===== src/rtl/ram_scan_pkg.sv =====
// rtl/ram_scan_pkg.sv - shared states, scan direction codes and counter width helper
// for the RAM scan-chain controller.
package ram_scan_pkg;

  typedef enum logic [2:0] {
    S_IDLE,
    S_PAUSE,
    S_LEAD,
    S_SHIFT_OUT,
    S_SHIFT_IN,
    S_TAIL,
    S_DRAIN,
    S_RESUME
  } state_t;

  localparam logic DIR_DUMP    = 1'b0;
  localparam logic DIR_RESTORE = 1'b1;

  // Bits needed to hold the values 0..n inclusive, so a counter can reach n without wrapping.
  function automatic int cnt_width(input int n);
    return (n < 1) ? 1 : $clog2(n + 1);
  endfunction

endpackage


===== src/rtl/ram_scan_ctrl.sv =====
// rtl/ram_scan_ctrl.sv - pause/scan sequencer that dumps an emulated DUT's RAM chain to a
// stream and restores it from a stream.
module ram_scan_ctrl
  import ram_scan_pkg::*;
#(
  parameter int DATA_WIDTH  = 64,
  parameter int CHAIN_WORDS = 32,
  parameter int LEAD_CYCLES = 2
) (
  input  logic                  clk,
  input  logic                  rst,
  input  logic                  cmd_valid,
  input  logic                  cmd_restore,
  output logic                  cmd_ready,
  output logic                  busy,
  output logic                  done,
  output logic                  out_valid,
  input  logic                  out_ready,
  output logic [DATA_WIDTH-1:0] out_data,
  input  logic                  in_valid,
  output logic                  in_ready,
  input  logic [DATA_WIDTH-1:0] in_data,
  output logic                  dut_pause,
  output logic                  ram_se,
  output logic                  ram_sd,
  output logic [DATA_WIDTH-1:0] ram_di,
  input  logic [DATA_WIDTH-1:0] ram_do
);

  localparam int WC_W = cnt_width(CHAIN_WORDS);
  localparam int LC_W = cnt_width(LEAD_CYCLES);
  localparam logic [WC_W-1:0] WC_LAST = WC_W'(CHAIN_WORDS - 1);
  localparam logic [LC_W-1:0] LC_LAST = LC_W'(LEAD_CYCLES - 1);

  state_t            r_state;
  logic              r_dir;
  logic [WC_W-1:0]   r_word_cnt;
  logic [LC_W-1:0]   r_lead_cnt;
  logic              r_cmd_ready;
  logic              r_busy;
  logic              r_done;
  logic              r_out_valid;
  logic              r_in_ready;
  logic              r_pause;
  logic              r_se;
  logic              r_sd;

  logic              w_out_hs;
  logic              w_in_hs;

  // Shift states advance the chain only on accepted words; LEAD and TAIL drive se from r_se.
  assign w_out_hs  = r_out_valid & out_ready;
  assign w_in_hs   = r_in_ready & in_valid;

  assign cmd_ready = r_cmd_ready;
  assign busy      = r_busy;
  assign done      = r_done;
  assign out_valid = r_out_valid;
  assign in_ready  = r_in_ready;
  assign dut_pause = r_pause;
  assign ram_se    = r_se | w_out_hs | w_in_hs;
  assign ram_sd    = r_sd;
  assign out_data  = ram_do;
  assign ram_di    = in_data;

  always_ff @(posedge clk or posedge rst) begin
    if (rst) begin
      r_state     <= S_IDLE;
      r_dir       <= DIR_DUMP;
      r_word_cnt  <= '0;
      r_lead_cnt  <= '0;
      r_cmd_ready <= 1'b1;
      r_busy      <= 1'b0;
      r_done      <= 1'b0;
      r_out_valid <= 1'b0;
      r_in_ready  <= 1'b0;
      r_pause     <= 1'b0;
      r_se        <= 1'b0;
      r_sd        <= 1'b0;
    end else begin
      r_done <= 1'b0;
      case (r_state)
        S_IDLE: begin
          if (cmd_valid && r_cmd_ready) begin
            r_dir       <= cmd_restore;
            r_word_cnt  <= '0;
            r_lead_cnt  <= '0;
            r_cmd_ready <= 1'b0;
            r_busy      <= 1'b1;
            r_pause     <= 1'b1;
            r_state     <= S_PAUSE;
          end
        end
        S_PAUSE: begin
          if (r_dir == DIR_RESTORE) begin
            r_sd       <= 1'b1;
            r_in_ready <= 1'b1;
            r_state    <= S_SHIFT_IN;
          end else begin
            r_sd    <= 1'b0;
            r_se    <= 1'b1;
            r_state <= S_LEAD;
          end
        end
        S_LEAD: begin
          if (r_lead_cnt == LC_LAST) begin
            r_se        <= 1'b0;
            r_out_valid <= 1'b1;
            r_state     <= S_SHIFT_OUT;
          end else begin
            r_lead_cnt <= r_lead_cnt + LC_W'(1);
          end
        end
        S_SHIFT_OUT: begin
          if (w_out_hs) begin
            r_word_cnt <= r_word_cnt + WC_W'(1);
            if (r_word_cnt == WC_LAST) begin
              r_out_valid <= 1'b0;
              r_state     <= S_DRAIN;
            end
          end
        end
        S_SHIFT_IN: begin
          if (w_in_hs) begin
            r_word_cnt <= r_word_cnt + WC_W'(1);
            if (r_word_cnt == WC_LAST) begin
              r_in_ready <= 1'b0;
              r_se       <= 1'b1;
              r_state    <= S_TAIL;
            end
          end
        end
        S_TAIL: begin
          r_se    <= 1'b0;
          r_state <= S_DRAIN;
        end
        S_DRAIN: begin
          r_pause <= 1'b0;
          r_state <= S_RESUME;
        end
        S_RESUME: begin
          r_done      <= 1'b1;
          r_busy      <= 1'b0;
          r_cmd_ready <= 1'b1;
          r_state     <= S_IDLE;
        end
        default: r_state <= S_IDLE;
      endcase
    end
  end

endmodule


===== config.mk =====
export PLATFORM = sky130hd
export DESIGN_NAME = ram_scan_ctrl
export DESIGN_NICKNAME = d
export VERILOG_FILES = /design/src/rtl/ram_scan_pkg.sv /design/src/rtl/ram_scan_ctrl.sv
export SDC_FILE = /design/constraint.sdc
export NUM_CORES = 1
export LEC_CHECK = 0
export CAP_MARGIN = 20
export CORE_AREA = 2 2 104 106
export DETAILED_ROUTE_END_ITERATION = 16
export DIE_AREA = 0 0 106 108
export PLACE_DENSITY = 0.64
export SYNTH_ARGS = -nofsm -noshare
export SYNTH_HDL_FRONTEND = slang
export SYNTH_SLANG_ARGS = --single-unit

===== constraint.sdc =====
create_clock -name clk -period 4.5 [get_ports clk]
set_clock_uncertainty 0.05 [all_clocks]
set_input_delay 0.45 -clock clk [delete_from_list [all_inputs] [get_ports clk]]
set_output_delay 0.45 -clock clk [all_outputs]
set_load 0.03 [all_outputs]

After elaboration in Yosys (flattened, before gate mapping) --
Cells that the tools add are included.
Storage, ports and cells: bits of input ports 134, register bits 20, logic and storage cells 88, output and inout bits 136
Operators by class: add/sub/neg operators 2, reductions and logical operators 18, eq/ne operators 18, bitwise operators 4, mux-type cells 34
Operators by type and width (number):
- 3-bit case mux with 8 select lines | 1
- 3-bit 2-to-1 mux | 7
- 6-bit 2-to-1 mux | 3
- 2-bit != test (second input constant) | 9
- 6-bit case mux with 3 select lines | 1
- 1-bit 2-to-1 mux | 13
- 3-bit equality test (second input constant) | 4
- 4-bit AND reduction | 3
- 1-bit case mux with 2 select lines | 5
- 2-bit nonzero test | 5
- 6-bit by 1-bit adder with 6-bit output (second input constant) | 1
- 3-bit by 2-bit equality test with 1-bit output (second input constant) | 2
- 6-bit by 5-bit equality test with 1-bit output (second input constant) | 1
- 2-bit AND reduction | 3
- 6-bit AND reduction | 1
- 5-bit AND reduction | 1
- 2-bit 2-to-1 mux | 2
- 1-bit case mux with 4 select lines | 1
- 2-bit case mux with 2 select lines | 1
- 4-bit nonzero test | 1
- 3-bit by 1-bit equality test with 1-bit output (second input constant) | 1
- 3-bit logical NOT | 1
- 3-bit AND reduction | 1
- 3-bit nonzero test | 1
- other kinds (5) | 7

Longest topological paths before layout --
depth in word-level cells 4, depth in mapped cells 6, gate-level depth less buffers 5

Worst setup path after synthesis --
OpenSTA, ideal clock, no wires.
path kind flip-flop to flip-flop, start point register r_cmd_ready, in the netlist cmd_ready, end point register r_dir, data required time 4.325 ns, stages on the path, launching flop included 4, period minus slack after synthesis 1.468 ns, slack 3.032 ns, setup time 0.125 ns, data arrival time 1.293 ns, path buffers 0, path through dfstp_2 -> nand2_1 -> nor4_1 -> mux2_2
On the way: cells in the longest elaborated chain, start to end 2
RTL lines:
- from (decl) | line ram_scan_ctrl.sv:39 | logic r_cmd_ready;
- from (signal assigned) | line ram_scan_ctrl.sv:72 | r_cmd_ready <= 1'b1;
- from (signal assigned) | line ram_scan_ctrl.sv:88 | r_cmd_ready <= 1'b0;
- from (signal assigned) | line ram_scan_ctrl.sv:144 | r_cmd_ready <= 1'b1;
- 1-bit logical AND | line ram_scan_ctrl.sv:84 | if (cmd_valid && r_cmd_ready) begin
- 2-bit AND reduction (no source line)
- to (signal assigned) | line ram_scan_ctrl.sv:85 | r_dir <= cmd_restore;
- to (decl) | line ram_scan_ctrl.sv:36 | logic r_dir;
Every way passes these cells. A chain may end at the register's enable or synchronous reset.

Final worst setup path --
start point input out_ready, end point output ram_se
On the way: cells in the longest elaborated chain, start to end 3
RTL lines:
- from (decl) | line ram_scan_ctrl.sv:18 | input logic out_ready,
- 1-bit AND | line ram_scan_ctrl.sv:52 | assign w_out_hs = r_out_valid & out_ready;
- 1-bit bitwise OR (2 in series) | line ram_scan_ctrl.sv:61 | assign ram_se = r_se | w_out_hs | w_in_hs;
- to (decl) | line ram_scan_ctrl.sv:24 | output logic ram_se,
Every way passes these cells.

==> reports/qor_table.md <==
| Quantity | Reported | Unit |
|:---|:---|:---|
| Required time of the worst setup path | 4000 | ps |
| Share of layout cells above drive strength 1 | 0.107 | - |
| Buf/Inv on CP | 2 | - |
| Pins over their slew limit | 0 | - |
| Standard-cell row count | 37 | - |
| Final GP Congestion | 0.724 | - |
| Clk Latency, worst-skew pair | 260 | ps |
| CTS tree | done | - |
| Leakage dissipation | 0.000544 | uW |
| Kind of start point of the critical path | input pin | - |
| Total core area | 10200 | um^2 |
| Tightest slew margin relative to the limit | 0.483 | - |
| Largest incremental delay on the critical path | 660 | ps |
| H-tree levels | 1 | - |
| Overall die area | 11400 | um^2 |
| Max cap viols | 0 | - |
| Most repeated library cell on the critical path | sky130_fd_sc_hd__clkdlybuf4s50_1 | - |
| Pwr per Cell Area | 226 | nW/um^2 |
| Clock sink count | 20 | - |
| Total Routing Usage GR | 0.0617 | - |
| Height of the chip | 108 | um |
| Result of the run | finished clean | - |
| Post-CTS Setup Bufs | 0 | - |
| Final critical path time including I/O delays and setup | 2250 | ps |
| Crit path max-delay cell type | sky130_fd_sc_hd__clkdlybuf4s50_1 | - |
| EDFF count, synth | 0 | - |
| Gates resized, CTS repair | 0 | - |
| Highest-count cells in the layout ignoring fill and taps | sky130_fd_sc_hd__dfrtp_1, sky130_fd_sc_hd__clkdlybuf4s50_1, sky130_fd_sc_hd__nor2_1 | - |
| Total global routing overflow | 0 | - |
| Cell variety after synth | 38 | - |
| Class of the tightest hold or removal check | flop to flop | - |
| F_max | 444 | MHz |
| Synth area leaders | sky130_fd_sc_hd__buf_4, sky130_fd_sc_hd__dfrtp_1, sky130_fd_sc_hd__a21oi_1 | - |
| Sequential fraction of the synthesis area | 0.239 | - |
| RSZ-0062 raised after global routing | false | - |
| Post-detailed-routing wire length | 3.58 | mm |
| Cell taking the most area after synthesis | sky130_fd_sc_hd__buf_4 | - |
| Number of top-level design ports | 270 | - |
| Diodes inserted | 0 | - |
| Number of clock buffers inserted by TritonCTS | 3 | - |
| Hold Fails Final Rpt | 0 | - |
| Hold_buf cts | 0 | - |
| Number of buffers between clock root and the deepest sink | 2 | - |
| Worst Max-Slew Pin Slew | 775 | ps |
| Ordered cell list for the critical path | clkdlybuf4s50_1 > a21oi_1 > nand2_1 > clkdlybuf4s50_1 | - |
| Count of yosys warnings during synthesis | 0 | - |
| Average wire per standard cell | 13.4 | um |
| Detailed Routing Iterations Pass 1 | 4 | - |
| Largest net degree at the start of global routing | 23 | - |
| I/O Buffers | 13 | - |
| Clk slew on worst S/H paths | 80 | ps |
| Number of nets in the final layout | 268 | - |
| Share of flip-flops with an asynchronous set or reset | 1.00 | - |
| Global-route wire length before repair | 5.57 | mm |
| Vias per Instance | 4.04 | - |
| Top-area cell type share of the netlist area | 0.459 | - |
| Cell area after synthesis | 2100 | um^2 |
| Main synth FF type | sky130_fd_sc_hd__dfrtp_1 | - |
| Top delay family on crit path | buffers and inverters | - |
| Final Setup Violations | 0 | - |
| Via count of the first global-routing pass | 1109 | - |
| Initial detailed-routing violation count | 46 | - |
| Maximum fanout count along the critical path | 3 | - |
| IR Drop Worst-Case VDD | 0.0840 | mV |
| Type of the worst setup path | input pin to output port | - |
| Synth Register Bits | 20 | - |
| Final period util | 0.500 | - |
| Initial core utilization | 0.205 | - |
| Area growth from synthesis to layout | -31.2 | % |
| Number of nets in the synthesized netlist | 384 | - |
| DRC Markers | 0 | - |
| Horiz. Die Dim | 106 | um |
| Remaining antenna violation count after routing | 0 | - |
| Cell count after synthesis | 248 | - |
| Commonest non-fill, non-tap cell in the layout | sky130_fd_sc_hd__dfrtp_1 | - |
| Initial antenna violation count | 1 | - |
| Vias after detailed routing | 1078 | - |
| Root cell of the clock tree | sky130_fd_sc_hd__clkbuf_8 | - |
| Number of filler instances in the final layout | 1149 | - |
| Crit path arrival time | 1750 | ps |
| Syn Area/Cell | 8.45 | um^2 |
| Summed negative setup slack over all endpoints | 0 | ps |
| Utilization after layout | 0.141 | - |
| Category of the worst setup path capture point | output port | - |
| HPWL after detailed placement | 2.67 | mm |
==> routing by layer <==
layer / vias up / global-route usage / routed length, um
met4: 2 / 0.0818 / 305
li1: 461 / - / -
met5: - / 0 / 7
met2: 52 / 0.0857 / 1570
met3: 48 / 0.0307 / 469
met1: 515 / 0.0586 / 1230
==> final cells by class <==
class	count	area [um^2]	area share
Inverter	7	26.3	0.0182
Multi-Input combinational cell	87	559	0.388
Tap cell	136	170	0.118
Sequential cell	20	502	0.348
Clock buffer	4	55.1	0.0382
Timing Repair Buffer	13	130	0.0902
==> worst register-to-register path: stages (launching register included) <==
cell and delay, ps:
sky130_fd_sc_hd__dfrtp_1 850, sky130_fd_sc_hd__nand3_1 300, sky130_fd_sc_hd__o22ai_2 280, sky130_fd_sc_hd__a41oi_1 150, sky130_fd_sc_hd__a31oi_1 160
==> Yosys cell counts, types with 2 or more instances <==
master                        n
sky130_fd_sc_hd__nand3_1      5
sky130_fd_sc_hd__ha_1         2
sky130_fd_sc_hd__nor2_1      12
sky130_fd_sc_hd__nand2_1      9
sky130_fd_sc_hd__buf_6        3
sky130_fd_sc_hd__mux2_2       2
sky130_fd_sc_hd__a211oi_1     2
sky130_fd_sc_hd__buf_2        2
sky130_fd_sc_hd__dfrtp_1     19
sky130_fd_sc_hd__o2bb2ai_1    2
sky130_fd_sc_hd__nor3_1       3
sky130_fd_sc_hd__or2_4        2
sky130_fd_sc_hd__inv_1        7
sky130_fd_sc_hd__a31oi_1      4
sky130_fd_sc_hd__and3_1       2
sky130_fd_sc_hd__nor4_1       5
sky130_fd_sc_hd__nand2b_1     4
sky130_fd_sc_hd__buf_4      128
sky130_fd_sc_hd__a21oi_1     11
sky130_fd_sc_hd__o21ai_0      6
==> state kept, by name, summed over array words and instances (netlist names) <==
register,count
r_word_cnt,6
r_state,3
r_lead_cnt,2
busy,1
cmd_ready,1
done,1
dut_pause,1
in_ready,1
out_valid,1
r_dir,1
r_se,1
ram_sd,1
==> where the power goes <==
| group | switching (uW) | leakage (uW) | internal (uW) |
|---|---|---|---|
| sequential | 0 | 0.000234 | 180 |
| clock | 59.0 | 0.0000288 | 77.8 |
| combinational | 4.91 | 0.000282 | 4.13 |
==> kinds of logic (layout without fill, tap and decap cells) <==
| group | count (synthesis) | after routing | share of synthesized area |
|---|---|---|---|
| simple gates | 46 | 46 | 0.116 |
| mux | 4 | 4 | 0.0263 |
| compound gates | 35 | 35 | 0.113 |
| fa+ha+maj | 2 | 2 | 0.0119 |
| buf+inv | 141 | 24 | 0.494 |
| flops | 20 | 20 | 0.239 |
==> stage by stage <==
step	hold WS (ps)	std cells	area [um^2]	setup slack [ps]	total power (uW)
final	434	267	1440	2250	325
after global routing	473	267	1440	2180	340
after CTS	443	267	1440	2240	330
after detailed placement	433	263	1390	2240	193
after global placement	403	263	1390	2260	192
after floorplan	363	248	2100	3030	399
==> worst paths after layout <==
kind	start	to	slack [ps]	cells past startpoint
worst max-delay path	out_ready	ram_se	2250	4
worst max register to register	r_state[2]$_DFFE_PP0P_	r_word_cnt[4]$_DFFE_PP0P_	2640	4
worst min-delay path	r_word_cnt[5]$_DFFE_PP0P_	r_word_cnt[5]$_DFFE_PP0P_	430	1
min in group asynchronous	rst	r_lead_cnt[1]$_DFFE_PP0P_	580	2
worst min register to register	r_word_cnt[5]$_DFFE_PP0P_	r_word_cnt[5]$_DFFE_PP0P_	430	1
max in group asynchronous	rst	out_valid$_DFFE_PP0P_	3340	2
Power figures use the tool's default switching activity.
